### src/rtl/bank_pkg.sv
// Shared defaults and types for the bank return-path blocks.
package bank_pkg;

  // Default geometry of the bank return path.
  localparam int BANK_CH_NUM    = 4;
  localparam int BANK_ROB_DEPTH = 8;
  localparam int BANK_DATA_W    = 128;
  localparam int BANK_CH_W      = $clog2(BANK_CH_NUM);
  localparam int BANK_ROB_W     = $clog2(BANK_ROB_DEPTH);

  // Bookkeeping bits of one reorder-buffer entry.
  typedef struct packed {
    logic alloc;  // rob number handed out, not yet released
    logic fill;   // return data has arrived
  } rob_entry_t;

endpackage

### src/rtl/bank_rr_arbiter.sv
// Round-robin arbiter: grants the first requester above the last
// accepted one (wrapping). The pointer moves only on advance_i, so a
// stalled grant keeps its priority.
module bank_rr_arbiter #(
  parameter int N = 4
) (
  input  logic         clk_i,
  input  logic         rst_i,
  input  logic [N-1:0] req_i,
  input  logic         advance_i,
  output logic [N-1:0] grant_o
);

  localparam int W = (N > 1) ? $clog2(N) : 1;

  logic [W-1:0] last_reg;
  logic [W-1:0] grant_idx;
  logic [W-1:0] scan_idx;
  logic         found;

  // Scan requesters starting just above the last accepted channel.
  always_comb begin
    grant_o   = '0;
    grant_idx = last_reg;
    scan_idx  = '0;
    found     = 1'b0;
    for (int k = 1; k <= N; k++) begin
      scan_idx = W'((int'(last_reg) + k) % N);
      if (!found && req_i[scan_idx]) begin
        grant_o[scan_idx] = 1'b1;
        grant_idx         = scan_idx;
        found             = 1'b1;
      end
    end
  end

  // Remember the accepted channel; reset to N-1 so channel 0 wins first.
  always_ff @(posedge clk_i or negedge rst_i) begin
    if (!rst_i) begin
      last_reg <= W'(N - 1);
    end else if (advance_i && found) begin
      last_reg <= grant_idx;
    end
  end

endmodule

### src/rtl/bank_xbar_rob.sv
// Per-channel reorder buffer on the bank->xbar return path. Hands out
// rob numbers, accepts out-of-order returns and releases them to the
// xbar in allocation order per channel, channels served round-robin.
module bank_xbar_rob
  import bank_pkg::*;
#(
  parameter int CH_NUM    = BANK_CH_NUM,
  parameter int ROB_DEPTH = BANK_ROB_DEPTH,
  parameter int DATA_W    = BANK_DATA_W
) (
  input  logic                         clk_i,
  input  logic                         rst_i,
  input  logic                         alloc_valid_i,
  output logic                         alloc_ready_o,
  input  logic [$clog2(CH_NUM)-1:0]    alloc_channel_id_i,
  output logic [$clog2(ROB_DEPTH)-1:0] alloc_rob_num_o,
  input  logic                         sc_xbar_valid_i,
  output logic                         sc_xbar_ready_o,
  input  logic [$clog2(CH_NUM)-1:0]    sc_xbar_channel_id_i,
  input  logic [$clog2(ROB_DEPTH)-1:0] sc_xbar_rob_num_i,
  input  logic [DATA_W-1:0]            sc_xbar_data_i,
  output logic                         xbar_rsp_valid_o,
  input  logic                         xbar_rsp_ready_i,
  output logic [$clog2(CH_NUM)-1:0]    xbar_rsp_channel_id_o,
  output logic [DATA_W-1:0]            xbar_rsp_data_o,
  output logic [CH_NUM-1:0]            rob_empty_o,
  output logic                         rob_err_o
);

  localparam int CH_W  = $clog2(CH_NUM);
  localparam int ROB_W = $clog2(ROB_DEPTH);
  localparam logic [ROB_W:0] FULL_CNT = (ROB_W + 1)'(ROB_DEPTH);

  logic [ROB_W-1:0]  head_reg  [CH_NUM];
  logic [ROB_W-1:0]  tail_reg  [CH_NUM];
  logic [ROB_W:0]    count_reg [CH_NUM];
  rob_entry_t        ent_reg   [CH_NUM][ROB_DEPTH];
  logic [DATA_W-1:0] data_reg  [CH_NUM][ROB_DEPTH];

  logic            sc_ready_reg;
  logic            err_reg;
  logic            hold_reg;
  logic [CH_W-1:0] hold_ch_reg;

  logic [CH_NUM-1:0] eligible;
  logic [CH_NUM-1:0] arb_req;
  logic [CH_NUM-1:0] grant;
  logic [CH_NUM-1:0] alloc_hit;
  logic [CH_NUM-1:0] rel_hit;
  logic [CH_W-1:0]   rsp_ch;
  logic              alloc_fire;
  logic              fill_acc;
  logic              fill_ok;
  logic              rsp_fire;
  logic              stall;
  rob_entry_t        fill_ent;

  assign alloc_ready_o   = (count_reg[alloc_channel_id_i] != FULL_CNT);
  assign alloc_rob_num_o = tail_reg[alloc_channel_id_i];
  assign alloc_fire      = alloc_valid_i && alloc_ready_o;

  // A return is only legal into an allocated entry that is still empty.
  assign sc_xbar_ready_o = sc_ready_reg;
  assign fill_acc        = sc_xbar_valid_i && sc_ready_reg;
  assign fill_ent        = ent_reg[sc_xbar_channel_id_i][sc_xbar_rob_num_i];
  assign fill_ok         = fill_acc && fill_ent.alloc && !fill_ent.fill;

  generate
    for (genvar gi = 0; gi < CH_NUM; gi++) begin : g_ch
      assign eligible[gi]    = (count_reg[gi] != '0) && ent_reg[gi][head_reg[gi]].fill;
      assign alloc_hit[gi]   = alloc_fire && (alloc_channel_id_i == CH_W'(gi));
      assign rel_hit[gi]     = rsp_fire && grant[gi];
      assign rob_empty_o[gi] = (count_reg[gi] == '0);
    end
  endgenerate

  // While a response is stalled, present only the held channel to the
  // arbiter so grant, channel and data cannot move until accepted.
  always_comb begin
    arb_req = eligible;
    if (hold_reg) begin
      arb_req              = '0;
      arb_req[hold_ch_reg] = 1'b1;
    end
  end

  bank_rr_arbiter #(
    .N (CH_NUM)
  ) u_rr (
    .clk_i     (clk_i),
    .rst_i     (rst_i),
    .req_i     (arb_req),
    .advance_i (rsp_fire),
    .grant_o   (grant)
  );

  // Encode the one-hot grant into the response channel number.
  always_comb begin
    rsp_ch = '0;
    for (int c = 0; c < CH_NUM; c++) begin
      if (grant[c]) begin
        rsp_ch = rsp_ch | CH_W'(c);
      end
    end
  end

  assign xbar_rsp_valid_o      = |grant;
  assign xbar_rsp_channel_id_o = rsp_ch;
  assign xbar_rsp_data_o       = data_reg[rsp_ch][head_reg[rsp_ch]];
  assign rsp_fire              = xbar_rsp_valid_o && xbar_rsp_ready_i;
  assign stall                 = xbar_rsp_valid_o && !xbar_rsp_ready_i;
  assign rob_err_o             = err_reg;

  // Pointer, count, entry-bit and handshake-state updates.
  always_ff @(posedge clk_i or negedge rst_i) begin
    if (!rst_i) begin
      for (int c = 0; c < CH_NUM; c++) begin
        head_reg[c]  <= '0;
        tail_reg[c]  <= '0;
        count_reg[c] <= '0;
        for (int e = 0; e < ROB_DEPTH; e++) begin
          ent_reg[c][e] <= '0;
        end
      end
      sc_ready_reg <= 1'b0;
      err_reg      <= 1'b0;
      hold_reg     <= 1'b0;
      hold_ch_reg  <= '0;
    end else begin
      sc_ready_reg <= 1'b1;
      err_reg      <= fill_acc && !fill_ok;
      hold_reg     <= stall;
      if (stall) begin
        hold_ch_reg <= rsp_ch;
      end
      // Allocation writes the tail entry and release clears the head
      // entry; these never coincide (full blocks alloc, empty blocks release).
      for (int c = 0; c < CH_NUM; c++) begin
        if (alloc_hit[c]) begin
          ent_reg[c][tail_reg[c]].alloc <= 1'b1;
          tail_reg[c]                   <= tail_reg[c] + 1'b1;
        end
        if (rel_hit[c]) begin
          ent_reg[c][head_reg[c]] <= '0;
          head_reg[c]             <= head_reg[c] + 1'b1;
        end
        count_reg[c] <= count_reg[c] + (ROB_W + 1)'(alloc_hit[c])
                                     - (ROB_W + 1)'(rel_hit[c]);
      end
      // A legal fill never targets the entry being released (already filled).
      if (fill_ok) begin
        ent_reg[sc_xbar_channel_id_i][sc_xbar_rob_num_i].fill <= 1'b1;
      end
    end
  end

  // Single write port into the return-data array.
  always_ff @(posedge clk_i) begin
    if (fill_ok) begin
      data_reg[sc_xbar_channel_id_i][sc_xbar_rob_num_i] <= sc_xbar_data_i;
    end
  end

endmodule

### config.mk
export PLATFORM = sky130hd
export DESIGN_NAME = bank_xbar_rob
export DESIGN_NICKNAME = d
export VERILOG_FILES = /design/src/rtl/bank_pkg.sv /design/src/rtl/bank_rr_arbiter.sv /design/src/rtl/bank_xbar_rob.sv
export SDC_FILE = /design/constraint.sdc
export NUM_CORES = 2
export LEC_CHECK = 0
export ABC_CLOCK_PERIOD_IN_PS = 8800
export BUFFER_PORTS_ARGS = -buffer_cell sky130_fd_sc_hd__buf_2
export CAP_MARGIN = 20
export CORE_MARGIN = 2
export CORE_UTILIZATION = 62
export CTS_CLUSTER_SIZE = 16
export DETAILED_ROUTE_END_ITERATION = 8
export PLACE_DENSITY_LB_ADDON = 0.05
export RECOVER_POWER = 25
export SYNTH_ARGS = -nofsm -noshare
export SYNTH_HDL_FRONTEND = slang
export SYNTH_SLANG_ARGS = --single-unit
### constraint.sdc
create_clock -name clk_i -period 8.8 [get_ports clk_i]
set_clock_uncertainty 0.05 [all_clocks]
set_input_delay 0.88 -clock clk_i [delete_from_list [all_inputs] [get_ports clk_i]]
set_output_delay 0.88 -clock clk_i [all_outputs]
set_load 0.03 [all_outputs]
==> key figures <==
Worst hold path
  • Worst hold path class: input port to register

Global route
  • All-Layer GR Usage: 33.9%
  • Initial antenna violation count: 26
  • First-pass GRT wire length: approximately 660 mm
  • Vias in the first global route: between 90k and 100k
  • GRT overflow: 0
  • Largest net degree at the start of global routing: roughly 180

Placement
  • Placed insts: roughly 14k
  • Routability cong.: 0.865
  • Port bufs: between 200 and 300
  • Place WS: between 1 and 1.5 ns
  • Hpwl dp: about 220 mm

Layout
  • Layout net count: 10.9k
  • Synth-to-Final Area Change: 11.6%
  • Non-filler cells, final: ~15k
  • Largest register FFs: ~4.1k
  • Layout cells sized above 1: ~11%
  • Fillers: ~17k

Setup path
  • Type of the worst setup path: register to output pin
  • Critical path peak fanout: 54
  • Crit path launch type: register
  • CP Capture Type: output pin
  • Worst EP arrival: 7.72 ns
  • Crit path required time: 7.87 ns

Route
  • DR iter-0 viols: 13.5k
  • Post-Route WL: roughly 460 mm
  • Wire length per cell: between 30 and 40 µm
  • Vias: 99.5k
  • DRC errors left: 0
  • First-pass iteration count of the detailed router: 8
  • DRT antenna net count: 0
  • Vias per Instance: around 6.8

STA
  • Minimum clock period: a little under 9 ns
  • Setup ws final: around 0.15 ns
  • Slew Limit Fails: 0
  • Peak Freq: ~120 MHz
  • Hold_ws: around 0.21 ns
  • Final Cycle Share: between 90% and 100%
  • # setup viols final: 0
  • TNS Setup: 0 ns
  • Unrepaired setup endpoints after global routing: true
  • Hold Vio Cnt, Final: 0
  • Slew of the pin with the lowest slew margin: roughly 1.4 ns
  • Max-slew headroom: under 10%

Clock network
  • Clock Tree Root: clkbuf_16
  • Clk_lat worst skew: approximately 0.95 ns
  • CTS H-tree depth: 5
  • CTS Buffer Depth: 4
  • TritonCTS clock tree: yes
  • Clock sink count: ~4.2k
  • Clock slew seen by the registers of the worst setup and hold paths: 0.06 ns
  • CTS Buf Count: ~410

Logic synthesis
  • Number of enable flip-flop cells after synthesis: 4096
  • #FFs+latches synth: roughly 4.2k
  • Distinct cells, synth: 73
  • Post-Syn Area: roughly 160000 µm²
  • Avg Inst Size Synth: 15.5 µm²
  • Post-Syn Instances: about 11k
  • Post-synth top flop: edfxtp_1
  • Register area share after synthesis: between 70% and 80%
  • Async SR Flop Fraction: approximately 2.6%
  • Syn nets: 10.7k
  • Synth warnings: 0

Floorplan
  • Die area: ~270000 µm²
  • Row count: around 190
  • Io pins: approximately 280
  • Core footprint: ~260000 µm²
  • Die height: a little over 500 µm
  • Initial Util: approximately 62%
  • Die width: 516 µm

Run status
  • Status: finished, final reports clean

Job
  • Max-cap check violation count: 0
[cells in the final DEF (no fill, tap or decap), types with 30 or more instances in the layout]
cell type	n
clkbuf_1	153
ha_1	36
nand4_1	259
buf_12	88
o21ai_1	202
clkinv_2	87
a21oi_1	174
o221ai_1	294
edfxtp_1	4096
dfrtp_1	106
bufinv_16	47
buf_4	136
nor3_1	134
nor2_4	35
a22oi_1	130
nand2_1	1582
a221oi_1	130
a2bb2oi_1	126
o21ai_0	81
a211o_1	128
o22ai_1	388
a211oi_1	130
nand3_1	662
buf_2	200
a21o_1	30
a31oi_1	152
mux2i_1	271
o221ai_2	90
and3_1	135
nor2_1	52
inv_1	171
clkinv_1	80
clkbuf_16	420
[area by class of cell]
type | instances | area [µm²] | area share, %
multi-input combinational | 5390 | 33200 | 18.3
timing repair buffer | 507 | 4140 | 2.28
clock buffer | 497 | 10800 | 5.96
sequential | 4207 | 126000 | 69.3
clock inverter | 248 | 2520 | 1.39
antenna | 15 | 37.5 | 0.0207
inverter | 172 | 653 | 0.360
tap | 3515 | 4400 | 2.42
[synthesized netlist by cell type (6+ instances only)]
| cell | instances | area, µm² |
|---|---|---|
| a211o_1 | 128 | 1120 |
| a211oi_1 | 130 | 976 |
| a21o_1 | 30 | 225 |
| a21oi_1 | 174 | 871 |
| a221oi_1 | 130 | 1140 |
| a22oi_1 | 131 | 983 |
| a2bb2oi_1 | 128 | 1120 |
| a31oi_1 | 152 | 951 |
| and2_1 | 11 | 68.8 |
| and3_1 | 136 | 851 |
| buf_1 | 30 | 113 |
| buf_2 | 161 | 806 |
| buf_4 | 108 | 811 |
| buf_6 | 13 | 146 |
| clkbuf_1 | 424 | 1590 |
| dfrtp_1 | 109 | 2730 |
| edfxtp_1 | 4096 | 123000 |
| ha_1 | 36 | 450 |
| inv_1 | 171 | 642 |
| mux2_2 | 6 | 67.6 |
| mux2i_1 | 271 | 2710 |
| mux4_2 | 26 | 586 |
| nand2_1 | 1582 | 5940 |
| nand2b_1 | 6 | 37.5 |
| nand3_1 | 665 | 3330 |
| nand4_1 | 259 | 1620 |
| nor2_1 | 86 | 323 |
| nor2b_1 | 22 | 138 |
| nor3_1 | 134 | 671 |
| o21ai_0 | 81 | 405 |
| o21ai_1 | 203 | 1020 |
| o221ai_1 | 294 | 2570 |
| o221ai_2 | 90 | 1350 |
| o22ai_1 | 388 | 2430 |
| xnor2_1 | 17 | 149 |
| xor2_1 | 8 | 70.1 |
[kinds of logic (layout without fill, tap and decap cells)]
kind of cell	Yosys count	after routing	share of synthesized area, %
flops	4207	4207	77.3
simple gates	2922	2922	8.08
mux	303	303	2.07
fa+ha+maj	40	40	0.326
buf+inv	909	1424	2.54
other cells	1	16	0.00230
compound gates	2098	2099	9.56
xor+xnor	25	25	0.135
[critical path, cell delays in order (launching register included)]
cell and delay [ns]:
dfstp_2 0.62, inv_1 0.30, ha_1 0.52, inv_1 0.15
mux2i_1 0.22, a211o_1 0.44, nor4_4 0.65, a22oi_2 0.30
and4_1 0.44, a2111oi_4 0.76, buf_12 0.34, buf_12 0.33
buf_12 0.31, o221ai_1 0.19, a22oi_1 0.41, a2bb2oi_1 0.22
nand4_1 0.16, buf_2 0.21
[worst paths after layout]
check | cells after the start | end | slack [ns] | startpoint
max | 17 | xbar_rsp_data_o[85] | 0.15 | u_rr.last_reg[0]$_DFFE_PN1P_
min | 3 | rob_err_o$_DFF_PN0_ | 0.21 | sc_xbar_valid_i
max reg2reg | 18 | count_reg[3]$_DFF_PN0_ | 3.07 | u_rr.last_reg[0]$_DFFE_PN1P_
min reg2reg | 2 | ent_reg[57]$_DFF_PN0_ | 0.46 | ent_reg[57]$_DFF_PN0_
max in group asynchronous | 4 | u_rr.last_reg[0]$_DFFE_PN1P_ | 7.33 | rst_i
min in group asynchronous | 2 | ent_reg[18]$_DFF_PN0_ | 0.38 | rst_i
[timing repair]
action,4_1_cts,5_1_grt
buffers inserted,0,6
hold endpoints to repair,33,0
hold buffers,1,0
setup endpoints to repair,0,7
gates resized for setup,0,7
[layer usage]
layer / vias up / global-route usage [%] / wire (µm)
li1: 41882 / - / -
met1: 50510 / 48.4 / 174000
met2: 6062 / 53.6 / 217000
met3: 987 / 4.95 / 47600
met4: 14 / 13.1 / 18300
met5: - / 0 / 92
[stage by stage]
stage / cell area [µm²] / utilization (%)
final: 182000 / 69.4
after floorplan: 163000 / -
after global placement: 168000 / 64.2
after detailed placement: 168000 / 64.2
after CTS: 182000 / 69.3
after global routing: 182000 / 69.4
Power is left out: the tool's default activity adds up to more than one toggle a clock period on the data nets, which glitch-free logic cannot reach.
